File: src/rtl/sseg_scanner.sv
// rtl/sseg_scanner.sv - multiplexed seven-segment scanner with double buffering, guard interval and PWM dimming
module sseg_scanner #(
    parameter int NUM_DIGITS = 4,
    parameter int PRESCALE   = 100000,
    parameter int GUARD      = 64,
    parameter int BRIGHT_W   = 4
) (
    input  logic                    clk,
    input  logic                    rst_n,
    input  logic [4*NUM_DIGITS-1:0] digits,
    input  logic [NUM_DIGITS-1:0]   dp,
    input  logic [NUM_DIGITS-1:0]   digit_en,
    input  logic                    load,
    input  logic [BRIGHT_W-1:0]     brightness,
    output logic [NUM_DIGITS-1:0]   sseg_sel,
    output logic [7:0]              sseg_sig,
    output logic                    frame_tick
);

    // Counter widths never collapse to zero so single-digit builds still elaborate.
    localparam int PRE_W = (PRESCALE > 1) ? $clog2(PRESCALE) : 1;
    localparam int IDX_W = (NUM_DIGITS > 1) ? $clog2(NUM_DIGITS) : 1;

    localparam logic [PRE_W-1:0] PRE_LAST = PRE_W'(PRESCALE - 1);
    localparam logic [PRE_W-1:0] GUARD_V  = PRE_W'(GUARD);
    localparam logic [IDX_W-1:0] IDX_LAST = IDX_W'(NUM_DIGITS - 1);

    // Scan position and PWM phase.
    logic [PRE_W-1:0]    pre_cnt;
    logic [IDX_W-1:0]    idx;
    logic [BRIGHT_W-1:0] pwm_cnt;
    logic [BRIGHT_W-1:0] bright_q;

    // Pending buffer (written by load) and active buffer (what is on the glass).
    logic [4*NUM_DIGITS-1:0] dig_pend;
    logic [NUM_DIGITS-1:0]   dp_pend;
    logic [NUM_DIGITS-1:0]   en_pend;
    logic                    pend;
    logic [4*NUM_DIGITS-1:0] dig_act;
    logic [NUM_DIGITS-1:0]   dp_act;
    logic [NUM_DIGITS-1:0]   en_act;

    // Combinational view of the current slot.
    logic                  pre_wrap;
    logic                  frame_wrap;
    logic [3:0]            cur_dig;
    logic                  cur_dp;
    logic                  cur_en;
    logic                  duty_on;
    logic                  lit;
    logic [NUM_DIGITS-1:0] sel_next;
    logic [7:0]            sig_next;

    // Hex nibble to active-high gfedcba pattern.
    function automatic logic [6:0] hex_to_seg(input logic [3:0] h);
        logic [6:0] s;
        case (h)
            4'h0:    s = 7'h3F;
            4'h1:    s = 7'h06;
            4'h2:    s = 7'h5B;
            4'h3:    s = 7'h4F;
            4'h4:    s = 7'h66;
            4'h5:    s = 7'h6D;
            4'h6:    s = 7'h7D;
            4'h7:    s = 7'h07;
            4'h8:    s = 7'h7F;
            4'h9:    s = 7'h6F;
            4'hA:    s = 7'h77;
            4'hB:    s = 7'h7C;
            4'hC:    s = 7'h39;
            4'hD:    s = 7'h5E;
            4'hE:    s = 7'h79;
            default: s = 7'h71;
        endcase
        return s;
    endfunction

    // Slot and frame boundary detection.
    always_comb begin
        pre_wrap   = (pre_cnt == PRE_LAST);
        frame_wrap = pre_wrap && (idx == IDX_LAST);
    end

    // Prescaler and digit index: idx steps once per slot and wraps after the last digit.
    always_ff @(posedge clk or negedge rst_n) begin
        if (!rst_n) begin
            pre_cnt <= '0;
            idx     <= '0;
        end else if (pre_wrap) begin
            pre_cnt <= '0;
            idx     <= (idx == IDX_LAST) ? '0 : idx + IDX_W'(1);
        end else begin
            pre_cnt <= pre_cnt + PRE_W'(1);
        end
    end

    // Free-running PWM phase and a plain one-cycle brightness sample.
    always_ff @(posedge clk or negedge rst_n) begin
        if (!rst_n) begin
            pwm_cnt  <= '0;
            bright_q <= '0;
        end else begin
            pwm_cnt  <= pwm_cnt + BRIGHT_W'(1);
            bright_q <= brightness;
        end
    end

    // Pending buffer: every load overwrites it, so the last load before a frame wrap wins.
    always_ff @(posedge clk or negedge rst_n) begin
        if (!rst_n) begin
            dig_pend <= '0;
            dp_pend  <= '0;
            en_pend  <= '0;
        end else if (load) begin
            dig_pend <= digits;
            dp_pend  <= dp;
            en_pend  <= digit_en;
        end
    end

    // Commit at frame wrap only; a load landing on the wrap cycle bypasses the pending stage.
    always_ff @(posedge clk or negedge rst_n) begin
        if (!rst_n) begin
            dig_act <= '0;
            dp_act  <= '0;
            en_act  <= '0;
            pend    <= 1'b0;
        end else if (frame_wrap && load) begin
            dig_act <= digits;
            dp_act  <= dp;
            en_act  <= digit_en;
            pend    <= 1'b0;
        end else if (frame_wrap && pend) begin
            dig_act <= dig_pend;
            dp_act  <= dp_pend;
            en_act  <= en_pend;
            pend    <= 1'b0;
        end else if (load) begin
            pend    <= 1'b1;
        end
    end

    // Pick the active digit, decimal point and enable for the slot being scanned.
    always_comb begin
        cur_dig = '0;
        cur_dp  = 1'b0;
        cur_en  = 1'b0;
        for (int i = 0; i < NUM_DIGITS; i++) begin
            if (idx == IDX_W'(i)) begin
                cur_dig = dig_act[4*i +: 4];
                cur_dp  = dp_act[i];
                cur_en  = en_act[i];
            end
        end
    end

    // Lit decision: past the guard interval, digit enabled, and inside the PWM on-window.
    always_comb begin
        duty_on = (&bright_q) || ((|bright_q) && (pwm_cnt < bright_q));
        lit     = (pre_cnt >= GUARD_V) && cur_en && duty_on;
    end

    // Active-low anode and segment values for the next cycle.
    always_comb begin
        for (int i = 0; i < NUM_DIGITS; i++) begin
            sel_next[i] = !(lit && (idx == IDX_W'(i)));
        end
        sig_next = lit ? ~{cur_dp, hex_to_seg(cur_dig)} : 8'hFF;
    end

    // Output registers: one cycle behind the scan state, blank on reset.
    always_ff @(posedge clk or negedge rst_n) begin
        if (!rst_n) begin
            sseg_sel   <= '1;
            sseg_sig   <= 8'hFF;
            frame_tick <= 1'b0;
        end else begin
            sseg_sel   <= sel_next;
            sseg_sig   <= sig_next;
            frame_tick <= frame_wrap;
        end
    end

endmodule

File: config.mk
export PLATFORM = sky130hd
export DESIGN_NAME = sseg_scanner
export DESIGN_NICKNAME = d
export VERILOG_FILES = /design/src/rtl/sseg_scanner.sv
export SDC_FILE = /design/constraint.sdc
export NUM_CORES = 1
export LEC_CHECK = 0
export BUFFER_PORTS_ARGS = -buffer_cell sky130_fd_sc_hd__buf_2
export CAP_MARGIN = 20
export CORE_MARGIN = 3
export CORE_UTILIZATION = 35
export DETAILED_ROUTE_END_ITERATION = 10
export GPL_TIMING_DRIVEN = 0
export PLACE_DENSITY = 0.52
export SETUP_SLACK_MARGIN = 0.02
export SYNTH_ARGS = -nofsm -noshare
export SYNTH_HDL_FRONTEND = slang
export SYNTH_SLANG_ARGS = --single-unit
File: constraint.sdc
create_clock -name clk -period 7.8 [get_ports clk]
set_clock_uncertainty 0.15 [all_clocks]
set_input_delay 0.39 -clock clk [delete_from_list [all_inputs] [get_ports clk]]
set_output_delay 0.39 -clock clk [all_outputs]
set_load 0.05 [all_outputs]
==> results.cfg, run 1 <==
[floorplanning]
ios = 44
start_util_pct = 36.8
chipHeight_um = 114
core_um2 = 11100
die_area_um2 = 13000
rows = 38
die_w_um = 114

[critical_path]
path_max_fanout = 10
cp-start-kind = register
end_kind = register
criticalPathCategory = register to register
path_cells = inv_1 -> ha_1 -> clkbuf_1 -> nor2b_1 -> a22oi_1 -> a21oi_1 -> inv_1 -> ha_1 -> inv_1 -> a21oi_1 -> a211oi_1 -> o21ai_0
crit_top_cell = inv_1
crit_path_top_delay_cell = a21oi_1
required_ps = 7870
cpPeakStageDelay_ps = 520
cp_data_arrival_time_ps = 3050

[sta]
period_share_pct = 38.3
setup_viol = 0
finalCriticalPeriod_ps = 2990
hold_viol = 0
tightest_slew_ps = 854
setup_tns_ps = 0
max_freq_mhz = 335
rsz0062_at_grt = no
maxSlewHeadroom_pct = 42.6
drv_slew = 0
setup_ws_ps = 4810

[clock_network]
cts.sinks = 89
cts_made_buffers = 9
clock_path_buffers = 2
cts_tree = built
insertion_delay_ps = 340
post_cts_buffers = 0
htreeDepth = 3
root_buffer = clkbuf_16
clkTransAtPathRegs_ps = 60

[layout]
syn2layout_area_growth_pct = 18.4
nets = 433
antenna_cells = 0
final_layout_size_suffix_gt1_share_pct = 32.0

[route]
drt-pass1-iter-count = 4
drtIter0Drc = 102
wl_per_cell_um = 15.1
antenna_left = 0
drt-vias-per-instance = 5.00
wl_mm = 8.02
vias = 2657
drc_errors = 0

[synth]
synth_ff_type = dfrtp_1
syn_nets = 375
syn_inst = 328
synth_area_leaders = dfrtp_1 (47%), dfstp_2 (7.7%), mux2_4 (7.3%)
yosysWarnings = 0
synth.distinct_cells = 48
synth_top_area_cell = dfrtp_1
synth_edf_count = 0
synth_area_um2 = 4090
syn_area_per_cell_um2 = 12.5
ys_ff_latch = 89
async_flop_share_pct = 100
synth_top_area_share_pct = 47.1
yosysSeqAreaShare_pct = 54.8

[grt]
overflow = 0
grt_max_degree = 70
antenna_found_initial = 0
grt_use_total_pct = 13.3
first_global_vias = 2720
grt_first_pass_wirelength_mm = 13.6

[place]
dp_slack_ps = 4860
dp_hpwl_mm = 5.76
gp_congestion = 0.817
portBuffers = 42

[min_path]
hold_class = input port to register

[power]
power.leakage_nw = 2.31
ir_drop_v = 0.000118
power_mw = 0.953
power.density_nw_per_um2 = 197

[outcome]
status = finished, final reports clean

[flow_run]
maxCapViolCount = 0
-- critical path: cells and delay by family (launching register included) --
kind	cells	cell delay (ps)
AND/OR/NAND/NOR	1	290
flip-flops	1	370
AO/OA/AOI/OAI	5	1040
buffers and inverters	4	580
adder cells (fa/ha/maj)	2	440
-- path summary, 6_finish.rpt --
| kind | startpoint | to | slack, ps | depth (start not counted) |
|---|---|---|---|---|
| min in group asynchronous | rst_n | bright_q[0] | 330 | 2 |
| max reg2reg | idx[1] | sseg_sig[3] | 4810 | 12 |
| max in group asynchronous | rst_n | sseg_sel[2] | 6520 | 3 |
| min | brightness[3] | bright_q[3] | 20 | 1 |
| min reg2reg | pwm_cnt[0] | pwm_cnt[0] | 320 | 1 |
| max | idx[1] | sseg_sig[3] | 4810 | 12 |
-- synth_stat cells, types with 5 or more instances --
master    count
xnor2_1       9
dfrtp_1      77
nor3_1        6
xor2_1        7
dfstp_2      12
clkbuf_1      6
nand3_1       9
o211ai_1      5
inv_1        18
ha_1         16
mux2_2       24
mux2_4       20
nand4_1       5
a21oi_1       6
o21ai_0       7
nand2_1      21
nor2_1       21
o22ai_1       7
-- where the power goes --
part | internal [mW] | switching [mW]
clock | 0.256 | 0.174
combinational | 0.0211 | 0.0217
sequential | 0.475 | 0.00437
total | 0.752 | 0.200
-- state kept, by name (all words and copies together) (netlist names), 2 cells and up --
register and cells:
pwm_cnt 4, dig_pend 16, idx 2, dig_act 16
en_pend 4, sseg_sig 8, pre_cnt 17, dp_pend 4
en_act 4, dp_act 4, sseg_sel 4, bright_q 4
-- cells in the final DEF (no fill, tap or decap), drive strengths merged, types with 9 or more instances in the layout --
master	n
clkbuf	18
dfrtp	77
inv	18
ha	16
dfstp	12
nor2	21
mux2	44
buf	47
xnor2	9
nand3	9
nand2	21
-- repair_timing --
| item | 4_1_cts | 5_1_grt |
|---|---|---|
| hold buffers | 4 | 0 |
| resized for setup | 0 | 0 |
| endpoints found under the hold margin | 14 | 0 |
-- per-stage QoR --
| step | util, % | hold slack (ps) | cell area, µm² | instances |
|---|---|---|---|---|
| finish | 43.5 | 17.0 | 4840 | 531 |
| global route | 43.5 | 5.33 | 4840 | 531 |
| CTS | 43.5 | 4.77 | 4840 | 531 |
| detailed placement | 40.5 | 147 | 4510 | 511 |
| global placement | 40.2 | 316 | 4480 | 510 |
| floorplan | - | -55.6 | 4090 | 328 |
-- kinds of logic after synthesis --
group                    after synthesis  synth area share [%]
adder cells (fa/ha/maj)               16                  4.89
AO/OA/AOI/OAI                         47                  8.08
buffers and inverters                 29                  3.12
XOR/XNOR                              16                  3.43
multiplexers                          45                  14.2
flip-flops                            89                  54.8
AND/OR/NAND/NOR                       86                  11.5
-- area by class of cell --
class,count,area [µm²]
Fill cell,1071,6280
Sequential cell,89,2240
Multi-Input combinational cell,210,1720
Timing Repair Buffer,47,280
Clock buffer,11,243
Tap cell,140,175
Inverter,18,67.6
Buffer,11,60.1
Clock inverter,5,55.1
-- routing by layer --
metal | vias up | GRT usage, % | part of all wire, %
li1 | 1270 | - | -
met1 | 1329 | 19.2 | 51
met2 | 47 | 19.2 | 43
met3 | 11 | 3.70 | 4.6
met4 | 0 | 4.28 | 1.4
met5 | - | 0 | 0
No activity file was read; power rests on OpenSTA's default activity.
==> inputs of run 2 (changes only) <==
PLACE_DENSITY = 0.54   (was 0.52)
clock period = 2.4 ns   (was 7.8 ns; I/O delays follow)
==> run 2 against run 1 <==
Sequential share of layout area decreased by 4.3 points; clock power increased to 3.4 times the previous value; cell count up 7.3%; wire length is 3.7% higher; utilization up 4.5 points; non-clock buffer count increased by 39; total power increased to 3.3 times the previous value; register-to-register slack got worse by 4800 ps; critical path depth decreased by 6; first-iteration DRC count grew 5.9%; worst setup slack worse by 4800 ps; critical path type unchanged; largest cell class unchanged.
==> results.cfg, run 2 (synthesized netlist as in run 1, its figures left out) <==
[critical_path]
critPathTopFamily = simple AND/OR/NAND/NOR gates
cpPeakStageDelay_ps = 550
path_max_fanout = 10
crit_path_top_delay_cell = or4_4
r2r-start = pre_cnt[8]
criticalPathCategory = register to register
path_cells = or4_4 -> nor4b_4 -> and2_4 -> nand3b_4 -> buf_8 -> mux2_4
cp-start-kind = register
reg2reg_to = dig_act[9]
end_kind = register
reg2reg_slack_ps = 50
cp_data_arrival_time_ps = 2420
cp_num_buf_inv = 1
r2r_cells = 6
required_ps = 2470

[sta]
setup_ws_ps = 53.3
holdWs_ps = 68.3
setup_tns_ps = 0
hold_viol = 0
setup_viol = 0
period_share_pct = 97.8
rsz0062_at_grt = yes
max_freq_mhz = 426
maxSlewHeadroom_pct = 55.7
finalCriticalPeriod_ps = 2350
drv_slew = 0
tightest_slew_ps = 659

[route]
drt-vias-per-instance = 4.92
vias = 2804
antenna_left = 0
wl_mm = 8.32
drtIter0Drc = 108
wl_per_cell_um = 14.6
drc_errors = 0
drt-pass1-iter-count = 4

[grt]
grt_use_total_pct = 13.8
grt_first_pass_wirelength_mm = 14.1
overflow = 0
antenna_found_initial = 0
first_global_vias = 2876
grt_max_degree = 69

[place]
dp_slack_ps = -399
portBuffers = 42
dp_hpwl_mm = 5.62
gp_congestion = 0.866

[clock_network]
htreeDepth = 3
clkTransAtPathRegs_ps = 60
clock_path_buffers = 2
insertion_delay_ps = 340
root_buffer = clkbuf_16
cts.sinks = 89
cts_made_buffers = 9
cts_tree = built

[layout]
reg_top3 = pre_cnt: 17 flops, dig_act: 16 flops, dig_pend: 16 flops
largest_reg_flops = 17
final_common_cell = dfrtp_1
final_cell_mix = dfrtp_1 (76), buf_2 (42), dlygate4sd3_1 (29)
nets = 472
final_layout_size_suffix_gt1_share_pct = 37.9
antenna_cells = 0
syn2layout_area_growth_pct = 30.7
fillerInstances = 1041
final-seq-area_um2 = 2240
fin_util_pct = 48.1
multiInputGateArea_um2 = 1830
regMostFlops = pre_cnt

[flow_run]
maxCapViolCount = 0

[floorplanning]
start_util_pct = 36.8
chipHeight_um = 114
die_w_um = 114
ios = 44
rows = 38
core_um2 = 11100
die_area_um2 = 13000

[power]
power.leakage_nw = 2.51
ir_drop_v = 0.000438
power.density_nw_per_um2 = 595

[min_path]
hold_class = input port to asynchronous set/reset pin

[outcome]
status = finished, final reports clean
==> run 2: changes by cell type in the layout (fill, tap and decap cells not counted), moves of 3 or more <==
cell | before | now
ha_4 | 0 | 3
inv_1 | 18 | 13
inv_2 | 0 | 4
buf_4 | 1 | 18
ha_1 | 16 | 10
ha_2 | 0 | 3
a21oi_1 | 6 | 2
dlygate4sd3_1 | 4 | 29
a21oi_2 | 0 | 4
==> run 2: cell type report <==
| cell class | instances | area share (%) |
|---|---|---|
| inverters | 18 | 1.31 |
| plain buffers | 9 | 1.26 |
| clock buffers | 12 | 4.42 |
| well taps | 140 | 3.28 |
| clock inverters | 4 | 1.31 |
| multi-input cells | 210 | 34.3 |
| repair buffers | 88 | 12.2 |
| flip-flops and latches | 89 | 42.0 |
==> run 2: metrics by stage <==
stage / instances / cell area [µm²] / power [mW]
after detailed placement: 511 / 4510 / 1.73
after floorplan: 328 / 4090 / 1.65
after CTS: 563 / 5210 / 3.22
final: 570 / 5350 / 3.18
after global placement: 510 / 4480 / 1.71
after global routing: 570 / 5350 / 3.32
==> run 2: worst max path at each step <==
stage,startpoint,endpoint,cells after the start
after floorplan,idx[1],sseg_sig[3],11
after global placement,idx[1],sseg_sig[3],11
after detailed placement,idx[1],sseg_sig[3],11
after CTS,idx[0],sseg_sig[3],11
after global routing,pre_cnt[12],dig_act[13],6
final,pre_cnt[8],dig_act[9],6
==> run 2: routing by layer <==
layer / routed length [µm] / global-route usage [%]
met1: 4100 / 19.6
met2: 3740 / 20.1
met3: 371 / 4.65
met4: 107 / 3.72
met5: 0 / 0
==> run 2: power by group <==
group / internal (mW) / switching [mW]
Sequential: 1.55 / 0.0141
Clock: 0.909 / 0.545
Combinational: 0.0951 / 0.0759
Total: 2.55 / 0.635
==> run 2: worst register-to-register path: cells and delay by family, from the launching register on <==
kind	cells	cell delay, ps
flip-flops	1	400
multiplexers	1	300
buffers and inverters	1	170
AND/OR/NAND/NOR	4	1210
==> run 2: timing repair <==
item / CTS / global route
endpoints found under the setup margin: 30 / 28
resized for setup: 11 / 24
hold buffers: 29 / 0
endpoints found under the hold margin: 112 / 0
pin swaps: 5 / 9
buffers inserted: 8 / 8
